**src/rtl/gf_inverse.sv**
```systemverilog
// GF(2^8) multiplicative inverse (a^254) for the AES datapath, computed by
// repeated square-and-multiply on one shared bit-serial multiplier.
module gf_inverse #(
  parameter logic [7:0] POLY = 8'h1B
) (
  input  logic       clk,
  input  logic       rst_n,
  input  logic       in_valid,
  input  logic [7:0] in_data,
  output logic       in_ready,
  output logic       out_valid,
  output logic [7:0] out_data,
  input  logic       out_ready
);

  typedef enum logic [1:0] {IDLE, SQ, MUL, DONE} state_t;

  state_t     state;
  state_t     state_next;
  logic [7:0] x;
  logic [7:0] r;
  logic [7:0] p;
  logic [2:0] bit_cnt;
  logic [2:0] step;
  logic [7:0] op_b;
  logic [7:0] p_shift;
  logic [7:0] prod;
  logic       last_bit;
  logic       accept;
  logic       release_out;

  // Shared multiplier: operand A is always x, operand B is x when squaring, r when multiplying.
  always_comb begin
    op_b        = (state == MUL) ? r : x;
    p_shift     = {p[6:0], 1'b0} ^ (p[7] ? POLY : 8'h00);
    prod        = p_shift ^ (op_b[bit_cnt] ? x : 8'h00);
    last_bit    = (bit_cnt == 3'd0);
    accept      = in_valid && in_ready;
    release_out = out_valid && out_ready;
  end

  always_comb begin
    state_next = state;
    case (state)
      IDLE: if (accept) state_next = SQ;
      SQ:   if (last_bit) state_next = MUL;
      MUL:  if (last_bit) state_next = (step == 3'd6) ? DONE : SQ;
      DONE: if (release_out) state_next = IDLE;
      default: state_next = IDLE;
    endcase
  end

  // Handshake flags are registered from the next state so they never glitch.
  always_ff @(posedge clk or negedge rst_n) begin
    if (!rst_n) begin
      state     <= IDLE;
      in_ready  <= 1'b1;
      out_valid <= 1'b0;
    end else begin
      state     <= state_next;
      in_ready  <= (state_next == IDLE);
      out_valid <= (state_next == DONE);
    end
  end

  always_ff @(posedge clk or negedge rst_n) begin
    if (!rst_n) begin
      x        <= 8'h00;
      r        <= 8'h00;
      p        <= 8'h00;
      bit_cnt  <= 3'd0;
      step     <= 3'd0;
      out_data <= 8'h00;
    end else begin
      case (state)
        IDLE: begin
          if (accept) begin
            x       <= in_data;
            r       <= 8'h01;
            p       <= 8'h00;
            bit_cnt <= 3'd7;
            step    <= 3'd0;
          end
        end
        SQ: begin
          if (last_bit) begin
            x       <= prod;
            p       <= 8'h00;
            bit_cnt <= 3'd7;
          end else begin
            p       <= prod;
            bit_cnt <= bit_cnt - 3'd1;
          end
        end
        MUL: begin
          if (last_bit) begin
            r       <= prod;
            p       <= 8'h00;
            bit_cnt <= 3'd7;
            if (step == 3'd6) begin
              out_data <= prod;
            end else begin
              step <= step + 3'd1;
            end
          end else begin
            p       <= prod;
            bit_cnt <= bit_cnt - 3'd1;
          end
        end
        default: ;
      endcase
    end
  end

endmodule

```
**config.mk**
```make
export PLATFORM = sky130hd
export DESIGN_NAME = gf_inverse
export DESIGN_NICKNAME = d
export VERILOG_FILES = /design/src/rtl/gf_inverse.sv
export SDC_FILE = /design/constraint.sdc
export NUM_CORES = 1
export LEC_CHECK = 0
export ABC_AREA = 1
export BUFFER_PORTS_ARGS = -buffer_cell sky130_fd_sc_hd__buf_2
export CELL_PAD_IN_SITES_DETAIL_PLACEMENT = 0
export CELL_PAD_IN_SITES_GLOBAL_PLACEMENT = 1
export CORE_ASPECT_RATIO = 1.1
export CORE_MARGIN = 5
export CORE_UTILIZATION = 40
export CTS_CLUSTER_DIAMETER = 120
export DETAILED_ROUTE_END_ITERATION = 8
export PLACE_DENSITY_LB_ADDON = 0.1
export SYNTH_ARGS = -nofsm -noshare
export SYNTH_HDL_FRONTEND = slang
export SYNTH_SLANG_ARGS = --single-unit
```
**constraint.sdc**
```tcl
create_clock -name clk -period 3.4 [get_ports clk]
set_input_delay 0.34 -clock clk [delete_from_list [all_inputs] [get_ports clk]]
set_output_delay 0.34 -clock clk [all_outputs]
set_load 0.02 [all_outputs]
```
==> impl_metrics.env <==
export IMPL_status="complete, no violations"
export IMPL_rrSetupSlack_ns=0.91
export IMPL_start_util=0.413
export IMPL_postCtsSetupRepairBufs=0
export IMPL_hpwl_um=4360
export IMPL_pin_count=22
export IMPL_port_buffer_count=21
export IMPL_cts_tree="built"
export IMPL_worstReg2RegEnd="out_data[4]"
export IMPL_power_density_nw_per_um2=869
export IMPL_instances_no_fill=410
export IMPL_startpoint="state[0]"
export IMPL_yosys_warnings=0
export IMPL_whs_ns=0.188
export IMPL_final_cell_mix="nand2_1 (110), nand3_1 (49), dfrtp_1 (41)"
export IMPL_grt_pass1_vias=2060
export IMPL_synth_seq_cells=42
export IMPL_grt_pass1_wl_um=10400
export IMPL_setup_viol=0
export IMPL_first_pass_iters=4
export IMPL_period_minus_slack_ns=2.49
export IMPL_arrival_ns=2.67
export IMPL_vias=2090
export IMPL_critical_path_class="register to register"
export IMPL_grt_max_degree=43
export IMPL_p_sw_frac=0.477
export IMPL_fillers=601
export IMPL_switching_power_mw=1.10
export IMPL_cp_end_kind="register"
export IMPL_clockBufferDepth=2
export IMPL_p_seq_frac=0.326
export IMPL_rows=29
export IMPL_crit_slowest_cell="ha_1"
export IMPL_vias_per_cell=5.10
export IMPL_clk_latency_ns=0.30
export IMPL_synth_area_per_cell_sq_um=7.66
export IMPL_hold_buffers=0
export IMPL_routabilityCongestion=0.817
export IMPL_layout_commonest_cell="nand2_1"
export IMPL_grt_overflow_total=0
export IMPL_die_h_um=90.9
export IMPL_fin_crit_sh=0.731
export IMPL_required_ns=3.58
export IMPL_fin_tns_setup_ns=0
export IMPL_wl_um=6100
export IMPL_nNetsFinal=352
export IMPL_areaGrowthSynthToFinish_pct=11.1
export IMPL_grt_util_all_layers=0.170
export IMPL_die_x_um=83.6
export IMPL_synth_fp_nets=331
export IMPL_multi_input_area_sq_um=1170
export IMPL_drive_above_1_share=0.132
export IMPL_netlist_instances=311
export IMPL_yosysSeqAreaShare=0.442
export IMPL_fin_ws_ns=0.915
export IMPL_worst_slew_pin_slew_ns=0.966
export IMPL_worst_path_largest_cell_delay_ns=0.48
export IMPL_antenna_found_initial=0
export IMPL_post_drt_wl_per_cell_um=14.9
export IMPL_cts_root_buf="clkbuf_8"
export IMPL_intPower_mw=1.20
export IMPL_cts_htree_levels=2
export IMPL_fp_dieArea_sq_um=7600
export IMPL_final_util=0.459
export IMPL_p_leak_nw=1.39
export IMPL_pwr_share_comb=0.504
export IMPL_register_area_sq_um=1050
export IMPL_skew_ns=0.00922
export IMPL_drt_initial_drc_count=178
export IMPL_finalMaxSlewViolations=0
export IMPL_clk_pin_slew_worst_paths_ns=0.08
export IMPL_crit_path_cell_trace="inv_1, ha_1, inv_2, nand2_1, nand3_1, nand3_1, nand3_2, nand3_1, nand2_1, nand3_1, nand2_1"
export IMPL_place_inst=402
export IMPL_timing_rr_start="state[0]"
export IMPL_drc=0
export IMPL_slew_headroom=0.356
export IMPL_drv_cap=0
export IMPL_cts_buffers_inserted=5
export IMPL_r2r_cells=11
export IMPL_synth_cell_area_sq_um=2380
export IMPL_fmax_mhz=402
export IMPL_antenna_left=0
export IMPL_worstHoldPathType="input port to asynchronous set/reset pin"
export IMPL_ir_drop_uv=391
export IMPL_cts_sinks=42
export IMPL_clock_power_share=0.171
export IMPL_hold_viol_final=0
export IMPL_core_sq_um=5770
export IMPL_diodes=0
export IMPL_synth_distinct_cells=31
export IMPL_rsz0062_at_grt="no"
export IMPL_critical_path_most_common_cell="nand3_1"
export IMPL_dp_slack_ns=0.959
export IMPL_crit_fanout=22
export IMPL_start_kind="register"
export IMPL_cts_resized=0
metrics by stage:
| step | power, mW | area [sq um] |
|---|---|---|
| after detailed placement | 1.90 | 2540 |
| after global placement | 1.90 | 2540 |
| after floorplan | 1.64 | 2380 |
| final | 2.30 | 2650 |
| after global routing | 2.52 | 2650 |
| after CTS | 2.31 | 2650 |
layout make-up:
| class | count | area share |
|---|---|---|
| multi-input combinational | 233 | 0.441 |
| sequential | 42 | 0.397 |
| timing repair buffer | 24 | 0.0482 |
| inverter | 26 | 0.0369 |
| tap | 77 | 0.0364 |
| clock buffer | 7 | 0.0288 |
| clock inverter | 1 | 0.0113 |
synth_stat cells:
| master | instances | area, sq um |
|---|---|---|
| a211oi_1 | 1 | 7.51 |
| nor3_1 | 1 | 5.00 |
| nand4_2 | 1 | 12.5 |
| o21ai_0 | 7 | 35.0 |
| a22oi_1 | 2 | 15.0 |
| nand3_1 | 49 | 245 |
| o211ai_1 | 1 | 7.51 |
| a21oi_1 | 3 | 15.0 |
| a21oi_2 | 1 | 8.76 |
| and2_1 | 1 | 6.26 |
| buf_2 | 2 | 10.0 |
| xnor2_1 | 5 | 43.8 |
| nand2_1 | 110 | 413 |
| ha_1 | 8 | 100 |
| dfstp_2 | 1 | 26.3 |
| inv_2 | 2 | 7.51 |
| nand3_2 | 2 | 20.0 |
| nand2_2 | 2 | 12.5 |
| nor2_1 | 20 | 75.1 |
| buf_1 | 1 | 3.75 |
| o22ai_1 | 2 | 12.5 |
| dfrtp_1 | 41 | 1030 |
| or2_2 | 1 | 6.26 |
| nand4_1 | 13 | 81.3 |
| clkbuf_1 | 2 | 7.51 |
| a31oi_4 | 1 | 21.3 |
| nor2_2 | 1 | 6.26 |
| inv_1 | 24 | 90.1 |
| buf_4 | 2 | 15.0 |
| o22ai_2 | 1 | 12.5 |
| buf_6 | 3 | 33.8 |
how the worst max path moves through the flow:
stage / to / slack [ns] / cells past startpoint
after floorplan: x[5] / 1.68 / 8
after global placement: p[6] / 1.0 / 12
after detailed placement: p[6] / 0.96 / 12
final: out_data[4] / 0.91 / 11
after CTS: x[0] / 0.94 / 11
after global routing: p[0] / 0.55 / 12
power groups by stage:
stage	registers, mW	clock network (mW)	logic [mW]
final	0.749	0.393	1.16
after global routing	0.769	0.429	1.32
after CTS	0.747	0.407	1.16
after detailed placement	0.756	0	1.15
after global placement	0.753	0	1.15
after floorplan	0.714	0	0.931
cell families (layout without fill, tap and decap cells):
| family | after synthesis | in the layout | synth area share |
|---|---|---|---|
| AO/OA/AOI/OAI | 19 | 19 | 0.0567 |
| XOR/XNOR | 5 | 5 | 0.0184 |
| adder cells (fa/ha/maj) | 8 | 8 | 0.0420 |
| buffers and inverters | 36 | 58 | 0.0704 |
| flip-flops | 42 | 42 | 0.442 |
| AND/OR/NAND/NOR | 201 | 201 | 0.371 |
flip-flops by register name, indices dropped and copies added (netlist names):
signal,cells
r,8
bit_cnt,3
state,2
out_data,8
step,3
in_ready,1
p,8
x,8
out_valid,1
metal layers:
metal  wire length, um  global-route usage  vias up
met3               359              0.0362       10
met5                 0                   0        -
met2              2580               0.247       63
li1                  -                   -     1057
met4               131              0.0643        0
met1              3020               0.247      960
worst max-delay path, delay by kind of cell, from the launching register on:
kind,cells,cell delay (ns)
fa+ha+maj,1,0.48
flops,1,0.41
buf+inv,2,0.28
simple gates,8,1.20
No activity file was read; power rests on OpenSTA's default activity.
